## src/rtl/mux_pkg.sv

```systemverilog
// Shared definitions for the round-robin mux arbiter slice.
// Latency: n/a (types, constants and a combinational helper only).
// Backpressure: n/a.
package mux_pkg;

   typedef enum logic {
      IDLE = 1'b0,
      LOCK = 1'b1
   } arb_state_t;

   // Largest requester count the picker helper is sized for.
   localparam int MUX_MAX_N = 8;
   localparam int MUX_IDX_W = $clog2(MUX_MAX_N);

   // Round-robin pick: first set bit of req at or above ptr, wrapping modulo n.
   // Returns ptr when nothing is requesting; callers qualify with |req.
   function automatic logic [MUX_IDX_W-1:0] rr_pick(
      input logic [MUX_MAX_N-1:0] req,
      input logic [MUX_IDX_W-1:0] ptr,
      input int                   n
   );
      logic found;
      int   idx;
      rr_pick = ptr;
      found   = 1'b0;
      for (int k = 0; k < MUX_MAX_N; k++) begin
         idx = (int'(ptr) + k) % n;
         if ((k < n) && !found && req[idx[MUX_IDX_W-1:0]]) begin
            rr_pick = MUX_IDX_W'(idx);
            found   = 1'b1;
         end
      end
   endfunction

endpackage

```

## src/rtl/rr_pick_comb.sv

```systemverilog
// Combinational round-robin priority picker over N request lines.
// Latency: zero cycles, purely combinational.
// Backpressure: none; the caller decides when the pick is consumed.
module rr_pick_comb
   import mux_pkg::*;
#(
   parameter  int N     = 4,
   localparam int SEL_W = $clog2(N)
) (
   input  logic [N-1:0]     req,
   input  logic [SEL_W-1:0] ptr,
   output logic [SEL_W-1:0] winner,
   output logic             any
);

   logic [MUX_MAX_N-1:0] req_ext;
   logic [MUX_IDX_W-1:0] ptr_ext;

   // Widen to the helper's fixed size, pick, then narrow back to SEL_W.
   always_comb begin
      req_ext = MUX_MAX_N'(req);
      ptr_ext = MUX_IDX_W'(ptr);
      winner  = SEL_W'(rr_pick(req_ext, ptr_ext, N));
      any     = |req;
   end

endmodule

```

## src/rtl/rr_mux_arbiter.sv

```systemverilog
// Round-robin arbiter sharing one N:1 mux channel; grant is locked until the winner's last beat.
// Latency: one arbitration cycle in IDLE, then beats pass combinationally from the granted requester.
// Backpressure: out_ready routes straight to the granted in_ready; no internal buffering.
// Optional build macro RR_MUX_ARBITER_GRANT_CNT_EN adds saturating per-requester grant counters.
module rr_mux_arbiter
   import mux_pkg::*;
#(
   parameter  int N      = 4,
   parameter  int DATA_W = 8,
   localparam int SEL_W  = $clog2(N)
) (
   input  logic                clk,
   input  logic                rst,
   input  logic [N-1:0]        in_valid,
   input  logic [N*DATA_W-1:0] in_data,
   input  logic [N-1:0]        in_last,
   output logic [N-1:0]        in_ready,
   output logic                out_valid,
   output logic [DATA_W-1:0]   out_data,
   output logic                out_last,
   input  logic                out_ready,
   output logic [SEL_W-1:0]    sel,
   output logic                busy
`ifdef RR_MUX_ARBITER_GRANT_CNT_EN
   ,
   output logic [N*16-1:0]     grant_cnt
`endif
);

   arb_state_t       state;
   logic [SEL_W-1:0] rr_ptr;
   logic [SEL_W-1:0] winner;
   logic             any_req;
   logic [SEL_W-1:0] next_ptr;
   logic             fire_last;

   rr_pick_comb #(.N(N)) u_pick (
      .req    (in_valid),
      .ptr    (rr_ptr),
      .winner (winner),
      .any    (any_req)
   );

   // Pointer moves one past the requester whose packet just finished.
   assign next_ptr  = (sel == SEL_W'(N - 1)) ? '0 : sel + SEL_W'(1);
   assign fire_last = (state == LOCK) && out_valid && out_ready && out_last;

   // Mux the granted requester onto the output; everything is quiet outside LOCK.
   always_comb begin
      out_valid = 1'b0;
      out_data  = '0;
      out_last  = 1'b0;
      in_ready  = '0;
      if (state == LOCK) begin
         out_valid     = in_valid[sel];
         out_data      = in_data[sel*DATA_W +: DATA_W];
         out_last      = in_last[sel];
         in_ready[sel] = out_ready;
      end
   end

   // Arbitrate in IDLE, hold the grant in LOCK until a last beat is accepted.
   always_ff @(posedge clk or posedge rst) begin
      if (rst) begin
         state  <= IDLE;
         sel    <= '0;
         rr_ptr <= '0;
         busy   <= 1'b0;
      end else begin
         case (state)
            IDLE: begin
               if (any_req) begin
                  sel   <= winner;
                  busy  <= 1'b1;
                  state <= LOCK;
               end
            end
            LOCK: begin
               if (fire_last) begin
                  rr_ptr <= next_ptr;
                  busy   <= 1'b0;
                  state  <= IDLE;
               end
            end
            default: state <= IDLE;
         endcase
      end
   end

`ifdef RR_MUX_ARBITER_GRANT_CNT_EN
   // Count each fresh grant per requester, sticking at all-ones instead of wrapping.
   always_ff @(posedge clk or posedge rst) begin
      if (rst) begin
         grant_cnt <= '0;
      end else if ((state == IDLE) && any_req &&
                   (grant_cnt[winner*16 +: 16] != 16'hFFFF)) begin
         grant_cnt[winner*16 +: 16] <= grant_cnt[winner*16 +: 16] + 16'd1;
      end
   end
`endif

endmodule

```

## config.mk

```make
export PLATFORM = sky130hd
export DESIGN_NAME = rr_mux_arbiter
export DESIGN_NICKNAME = d
export VERILOG_FILES = /design/src/rtl/mux_pkg.sv /design/src/rtl/rr_pick_comb.sv /design/src/rtl/rr_mux_arbiter.sv
export SDC_FILE = /design/constraint.sdc
export NUM_CORES = 1
export LEC_CHECK = 0
export CORE_MARGIN = 4
export CORE_UTILIZATION = 35
export DETAILED_ROUTE_END_ITERATION = 10
export MAX_ROUTING_LAYER = met4
export PLACE_DENSITY = 0.85
export SLEW_MARGIN = 20
export SYNTH_ARGS = -nofsm -noshare
export SYNTH_HDL_FRONTEND = slang
export SYNTH_SLANG_ARGS = --single-unit
export TNS_END_PERCENT = 20
```

## constraint.sdc

```tcl
create_clock -name clk -period 4 [get_ports clk]
set_clock_uncertainty 0.2 [all_clocks]
set_input_delay 0.4 -clock clk [delete_from_list [all_inputs] [get_ports clk]]
set_output_delay 0.4 -clock clk [all_outputs]
set_load 0.02 [all_outputs]
```

**Yosys cells after proc, flatten, opt, wreduce, memory -nomap -nowiden**

Cells that the tools add are included.

- Flip-flop bits (word level): 6
- Input bits: 43
- Output and inout port bits: 17
- Word-level logic and storage cells: 71

- $add $sub $neg: 4
- Order comparisons: 6
- Equal/unequal tests: 3
- Shifts and indexed selects: 1
- Mux-type cells: 31
- Bitwise gates (word level): 5
- Reduce and logical (&&, ||, !) cells: 17

Operator list:

| operator | number |
|---|---|
| 32-bit by 6-bit indexed part select with 8-bit output | 1 |
| 1-bit 2-to-1 mux | 16 |
| 3-bit by 4-bit less-than comparator with 1-bit output (second input constant) | 3 |
| 1-bit binary-select mux with 3-bit select | 3 |
| 2-bit 2-to-1 mux | 4 |
| 8-bit 2-to-1 mux | 1 |
| 1-bit logical AND | 7 |
| 1-bit binary-select mux with 2-bit select | 3 |
| 2-bit AND reduction | 3 |
| 2-bit OR reduction | 3 |
| 2-bit by 1-bit adder with 2-bit output (second input constant) | 2 |
| 2-bit adder (second input constant) | 2 |
| 4-bit bitwise AND | 1 |
| 2-bit by 4-bit less-than comparator with 1-bit output (second input constant) | 1 |
| 4-bit 2-to-1 mux | 1 |
| 1-bit one-hot mux with 2 select lines | 2 |
| 4-bit OR reduction | 1 |
| 1-bit bitwise AND (first input constant) | 3 |
| 1-bit zero test | 3 |
| 2-bit by 3-bit less-than comparator with 1-bit output (second input constant) | 1 |
| 1-bit demux with 2-bit select | 1 |
| 2-bit equality test (second input constant) | 1 |
| 2-bit by 1-bit greater-or-equal comparator with 1-bit output (second input constant) | 1 |
| 2-bit by 1-bit inequality test with 1-bit output (second input constant) | 1 |
| 2 further kinds | 2 |

**Logic depth before layout (Yosys ltp)**

Gate-level depths: netlist (run 1).

- Depth in word-level cells: 13
- Gate-level depth with buffers: 5

**Hierarchy**

From an unflattened synthesis (run 1), not the netlist that was laid out.

- Cell total of the unflattened synthesis: 77
- Area total of the unflattened synthesis: 767.0 um^2

Modules (own cells, without submodules):

| module | instances | cells an instance | area each (um^2) | sequential area each (um^2) |
|---|---|---|---|---|
| rr_mux_arbiter | 1 | 61 | 670.6 | 150.1 |
| rr_pick_comb | 1 | 16 | 96.3 | 0.0 |

**Worst setup path after synthesis (run 1)**

OpenSTA, ideal clock, no wires.

- Path type: register to output
- From: reg sel[0]
- To: out out_data[0]
- Data arrival time: 1.469 ns
- Data required time: 3.400 ns
- Path slack: 1.931 ns
- Cell stages (with the launch flop): 4
- Path buffers: 1
- Cells stage by stage: dfrtp_1 -> buf_6 -> mux4_2 -> and2_1

- Word-level cells in the longest chain between the ends: 2

RTL lines:

| item | RTL line | source |
|---|---|---|
| start: declaration | rr_mux_arbiter.sv:22 | `output logic [SEL_W-1:0] sel,` |
| start signal: assignment | rr_mux_arbiter.sv:73 | `sel <= winner;` |
| 32-bit by 6-bit indexed part select with 8-bit output | rr_mux_arbiter.sv:56 | `out_data = in_data[sel*DATA_W +: DATA_W];` |
| 8-bit 2-to-1 mux | rr_mux_arbiter.sv:54 | `if (state == LOCK) begin` |
| end: declaration | rr_mux_arbiter.sv:19 | `output logic [DATA_W-1:0] out_data,` |

Every way passes these cells.

**Final worst setup path (run 1)**

- From: reg sel[0]
- To: out out_valid

- Word-level cells in the longest chain between the ends: 3

RTL lines:

| item | RTL line | source |
|---|---|---|
| 1-bit binary-select mux with 2-bit select | rr_mux_arbiter.sv:55 | `out_valid = in_valid[sel];` |
| 1-bit 2-to-1 mux (not written as such) | rr_mux_arbiter.sv:55 |  |
| 1-bit 2-to-1 mux | rr_mux_arbiter.sv:54 |  |
| end: declaration | rr_mux_arbiter.sv:18 | `output logic out_valid,` |

Every way passes these cells. The select of a mux whose other input is x is not followed.

==> results.md, run 1 <==
* Status: finished, final reports clean
* Complex-gate fraction of the synthesized area at 0.0980
* Hold Path Class: primary input to asynchronous set/reset pin
* Cell Area, Synth at 741 um^2
* Placer Congestion at 0.878
* Setup TNS at 0 ps
* Average size of a mapped cell at 11.1 um^2
* Core box area at 1980 um^2
* CTS Sinks at 6
* Antenna cells at 0
* CP endpoint kind: output port
* Initial Utilization at 0.374
* Power Total at 0.802 mW
* Clk slew on worst S/H paths at 40 ps
* Die H at 54.0 um
* Initial antenna violation count at 0
* Slew HR at 0.528
* CTS max path bufs at 2
* # Post-CTS Setup Buffers at 0
* Number of port buffers at 59
* Area grow syn2layout at 84.6%
* Number of synthesized register bits at 6
* Type of origin of the critical path: register
* WL final at 2650 um
* Final hold viol count at 0
* Layout cells sized above 1 at 0.143
* Post_cts resized at 0
* Crit Path Class: register to output port
* PD cells at 587 nW/um^2
* GR Util All Layers at 0.177
* Vias/cell at 5.14
* Worst slew pin tran at 708 ps
* Leakage at 0.544 nW
* Cts bufs inserted at 3
* Worst-skew pair later-pin latency at 240 ps
* Post-route ant nets at 0
* Post-synthesis mux area share at 0.363
* Most common cell after layout, fill and taps aside: clkdlybuf4s50_1
* DRT Pass-1 Iters at 3
* Post-Synthesis Cells at 67
* VDD IR-drop max at 0.000454 V
* H-Tree Depth at 1
* Number of max-cap violations at 0
* Die area at 2920 um^2
* Hold Buf Count CTS at 0
* Final Net Count at 175
* Worst Path Required at 3400 ps
* Largest net degree at the start of global routing at 18
* Tcrit/Tclk final at 0.754
* Hpwl dp at 2130 um
* Width of the die at 54.0 um
* Register area share after synthesis at 0.203
* Ys Warns at 0
* Simple-Gate Fraction of Synth Area at 0.216
* Fmax at 332 MHz
* First-pass GRT wire length at 3580 um
* Post-Syn Nets at 114
* TritonCTS clock tree: done
* Yosys cell types at 26
* Synth Area in XOR/XNOR at 0
* Total via count after detailed routing at 787
* CTS Root Cell: clkbuf_4
* Congestion Overflow GR at 0
* Starting DRT DRC Count at 8
* Io pins at 60
* R2R Setup Slk at 1660 ps
* Core Util, Final at 0.690
* Vias in the first global route at 755
* Worst hold slack at 181 ps
* Final setup viols at 0
* RSZ-0062 raised after global routing: no
* Synth Area in Adders at 0.0676
* DRC at 0
* Routed WL per cell at 17.3 um
* Max FO, Critical Path at 15
* Core Rows at 16
* Crit path DAT at 2420 ps
* Fin. max-slew vios at 0
* Tmin final at 3020 ps
* Commonest non-fill, non-tap cells in the layout: 59 x clkdlybuf4s50_1, 9 x mux4_2, 9 x and2_1
* Largest family of logic cells by synthesized area: multiplexers
## path summary, 6_finish.rpt
| kind | start | endpoint | depth (start not counted) |
|---|---|---|---|
| min reg2reg | busy$_DFFE_PP0P_ | busy$_DFFE_PP0P_ | 1 |
| min in group clk | busy$_DFFE_PP0P_ | busy$_DFFE_PP0P_ | 1 |
| max reg2reg | sel[0]$_DFFE_PP0P_ | rr_ptr[0]$_DFFE_PP0P_ | 4 |
| max | sel[0]$_DFFE_PP0P_ | out_valid | 3 |
| min | rst | rr_ptr[0]$_DFFE_PP0P_ | 2 |
| max in group asynchronous | rst | state$_DFF_PP0_ | 2 |
## per-layer routing
metal / global-route usage / vias up / routed length [um]
met4: 0.0622 / 0 / 0
met2: 0.315 / 39 / 1270
met1: 0.184 / 375 / 1030
li1: - / 373 / -
met3: 0.0526 / 0 / 342
met5: - / - / 0
## per-stage QoR
step | area (um^2) | cells | setup WS [ps]
CTS | 1370 | 153 | 925
finish | 1370 | 153 | 984
global route | 1370 | 153 | 828
floorplan | 741 | 67 | 1930
detailed placement | 1350 | 150 | 1190
global placement | 1350 | 150 | 1220
## kinds of logic (layout without fill, tap and decap cells)
| family | after synthesis | count (layout) |
|---|---|---|
| AOI/OAI and AO/OA | 11 | 11 |
| and+or+nand+nor | 25 | 25 |
| adders and majority gates | 4 | 4 |
| muxes | 13 | 13 |
| DFF | 6 | 6 |
| buffers and inverters | 8 | 67 |
## critical path, cell delays in order (launching register included)
cell and delay, ps:
dfrtp_1 790, mux4_1 650, and2_2 200, clkdlybuf4s50_1 530
## cell usage after synthesis
master / number / area share
nor2b_1: 2 / 0.017
buf_6: 1 / 0.015
and2_4: 1 / 0.012
a21o_1: 1 / 0.010
and3_1: 4 / 0.034
o221ai_1: 2 / 0.024
o22a_1: 1 / 0.012
nor3b_1: 1 / 0.010
nand3_4: 1 / 0.024
and2_2: 1 / 0.010
mux4_2: 9 / 0.27
and2_1: 9 / 0.076
mux2_4: 2 / 0.041
dfrtp_1: 6 / 0.20
ha_1: 4 / 0.068
inv_1: 5 / 0.025
nand2_1: 2 / 0.010
a21o_2: 1 / 0.012
nor2_1: 3 / 0.015
mux2i_1: 1 / 0.014
o21ai_0: 2 / 0.014
buf_2: 1 / 0.0068
clkbuf_1: 1 / 0.0051
mux4_1: 1 / 0.035
nor4_1: 1 / 0.0085
a21oi_1: 4 / 0.027
## power breakdown
| part | leakage (nW) | internal (mW) | total, mW | switching, mW |
|---|---|---|---|---|
| combinational | 0.461 | 0.345 | 0.575 | 0.230 |
| clock | 0.0138 | 0.0337 | 0.0525 | 0.0188 |
| sequential | 0.0693 | 0.0888 | 0.175 | 0.0862 |
| total | 0.544 | 0.467 | 0.802 | 0.335 |
## final cells by class
type,count,area (um^2)
well taps,27,33.8
clock buffers,3,22.5
fillers,151,614
multi-input cells,53,552
inverters,5,18.8
flip-flops and latches,6,150
repair buffers,59,591
## sequential cells by signal (all words and copies together) (netlist names)
signal,flops
busy,1
rr_ptr,2
sel,2
state,1
No activity file was read; power rests on OpenSTA's default activity.
==> run 2: changes to the inputs <==
--- a/config.mk
+++ b/config.mk
@@ -6,10 +6,10 @@
 export NUM_CORES = 1
 export LEC_CHECK = 0
 export CORE_MARGIN = 4
-export CORE_UTILIZATION = 35
+export CORE_UTILIZATION = 32
 export DETAILED_ROUTE_END_ITERATION = 10
 export MAX_ROUTING_LAYER = met4
-export PLACE_DENSITY = 0.85
+export PLACE_DENSITY = 0.79
 export SLEW_MARGIN = 20
 export SYNTH_ARGS = -nofsm -noshare
 export SYNTH_HDL_FRONTEND = slang
==> constraint.sdc (replaced) <==
create_clock -name clk -period 3.2 [get_ports clk]
set_clock_uncertainty 0.2 [all_clocks]
set_input_delay 0.32 -clock clk [delete_from_list [all_inputs] [get_ports clk]]
set_output_delay 0.32 -clock clk [all_outputs]
set_load 0.02 [all_outputs]
==> run 2 against run 1 <==
Critical path depth grew 1; cell count grew 1.3%; hold slack lost 89 ps; non-clock buffer count rose by 1; largest power group unchanged; first-iteration DRC count increased by 140%; combinational power up 28%; sequential share of layout area down 0.070 points; sequential cell count did not move; largest cell class unchanged.
==> results.md, run 2 (synthesized netlist as in run 1, its figures left out) <==
* Tmin final at 2800 ps
* Clk slew on worst S/H paths at 50 ps (about the same)
* Die area at 3150 um^2 (+7.9%)
* WL final at 2250 um (-15%)
* Final setup viols at 0 (unchanged)
* Crit Path Class: register to output port
* Worst hold slack at 92.2 ps (-89.1 ps)
* Die H at 56.1 um (+3.9%)
* Worst Path Required at 2680 ps (-720 ps)
* Crit path max-delay family: buffers and inverters
* TritonCTS clock tree: done
* Core Rows at 17 (+1)
* VDD IR-drop max at 0.000459 V (+1.1%)
* Number of max-cap violations at 0 (unchanged)
* Commonest non-fill, non-tap cells in the layout: 59 x clkdlybuf4s50_1, 9 x mux4_2, 9 x and2_1
* Total via count after detailed routing at 775 (-1.5%)
* Setup TNS at 0 ps (unchanged)
* CTS max path bufs at 2 (unchanged)
* Leakage at 0.549 nW (+0.91%)
* Slew HR at 0.638 (+0.111)
* Vias/cell at 5.00 (-2.8%)
* Fmax at 357 MHz
* Post-route ant nets at 0 (unchanged)
* Hold Buf Count CTS at 0 (unchanged)
* DRT Pass-1 Iters at 4 (+1)
* CP endpoint kind: output port
* Worst slew pin tran at 542 ps (-166 ps)
* Largest net degree at the start of global routing at 18 (unchanged)
* H-Tree Depth at 1 (unchanged)
* Routed WL per cell at 14.5 um (-16%)
* PD cells at 736 nW/um^2 (+25%)
* Crit path cell chain: buf_4, mux4_2, and2_1, clkdlybuf4s50_1
* # Post-CTS Setup Buffers at 0 (unchanged)
* Worst Path Buf+Inv at 2 (+1)
* Initial Utilization at 0.335 (-0.0389)
* Post-route setup slack at 401 ps (-583 ps)
* CTS Sinks at 6 (unchanged)
* Hpwl dp at 1810 um (-15%)
* Hold Path Class: primary input to asynchronous set/reset pin
* Area grow syn2layout at 85.8%
* Type of origin of the critical path: register
* Final hold viol count at 0 (unchanged)
* Starting DRT DRC Count at 19 (+11)
* Worst r2r src: sel[0]$_DFFE_PP0P_
* Width of the die at 56.1 um (+3.9%)
* Max FO, Critical Path at 9 (-6)
* Congestion Overflow GR at 0 (unchanged)
* Slowest CP cell: dfrtp_1
* Worst-skew pair later-pin latency at 250 ps (about the same)
* Final Net Count at 176 (+0.57%)
* GR Util All Layers at 0.151 (-0.0263)
* Fill cells at 197 (+30%)
* Cts bufs inserted at 3 (unchanged)
* Initial antenna violation count at 0 (unchanged)
* Most common cell after layout, fill and taps aside: clkdlybuf4s50_1
* Fin. max-slew vios at 0 (unchanged)
* DRC at 0 (unchanged)
* FF-to-FF End: rr_ptr[0]$_DFFE_PP0P_
* Status: finished, final reports clean
* Critical Path Max Stage Delay at 560 ps (-230 ps)
* RSZ-0062 raised after global routing: no
* Crit path DAT at 2280 ps (-140 ps)
* Io pins at 60 (unchanged)
* Antenna cells at 0 (unchanged)
* Vias in the first global route at 826 (+9.4%)
* CTS Root Cell: clkbuf_4
* Post_cts resized at 0 (unchanged)
* R2R cell count at 4 (unchanged)
* Number of port buffers at 59 (unchanged)
* Placer Congestion at 0.822 (-6.4%)
* R2R Setup Slk at 1140 ps (-520 ps)
* Pre-CTS setup slack at 562 ps (-624 ps)
* Top flop regs: rr_ptr x2, sel x2
* First-pass GRT wire length at 3710 um (+3.5%)
* Layout cells sized above 1 at 0.150 (+0.00675)
* Tcrit/Tclk final at 0.875
* Core box area at 2210 um^2 (+12%)
## run 2: changes by cell type in the layout (fill, tap and decap cells not counted)
cell	previous run	this run
buf_4	0	1
## run 2: routing by layer
layer  up-vias  global-route usage  part of all wire
li1        377                   -                 -
met1       360               0.156              0.39
met2        38               0.272              0.53
met4         0              0.0542                 0
met3         0              0.0394             0.080
met5         -                   -                 0
## run 2: report_power, final
part | internal, mW | switching (mW)
logic | 0.437 | 0.300
clock network | 0.0426 | 0.0300
registers | 0.111 | 0.0913
total | 0.591 | 0.421
## run 2: area by class of cell
type	instances	area (um^2)	area share
repair buffers	60	598	0.435
multi-input cells	53	552	0.401
flip-flops and latches	6	150	0.109
well taps	28	35.0	0.0255
clock buffers	3	22.5	0.0164
inverters	5	18.8	0.0136
## run 2: through the flow
step                      power [mW]  std cells  area [um^2]   util
after floorplan                0.642         67          741      -
after global placement         0.938        152         1350  0.612
after detailed placement       0.947        152         1350  0.612
after CTS                       1.02        155         1380  0.622
after global routing            1.08        155         1380  0.622
final                           1.01        155         1380  0.622
## run 2: worst max-delay path by stage
stage	slack, ps	cells after the start	end	from
5_1_grt	260	4	out_data[7]	sel[0]$_DFFE_PP0P_
6_report	400	4	out_data[7]	sel[0]$_DFFE_PP0P_
2_1_floorplan	1190	4	rr_ptr[0]$_DFFE_PP0P_	sel[0]$_DFFE_PP0P_
3_5_place_dp	560	4	out_valid	in_valid[1]
4_1_cts	380	4	out_data[7]	sel[0]$_DFFE_PP0P_
3_3_place_gp	590	4	out_valid	in_valid[1]
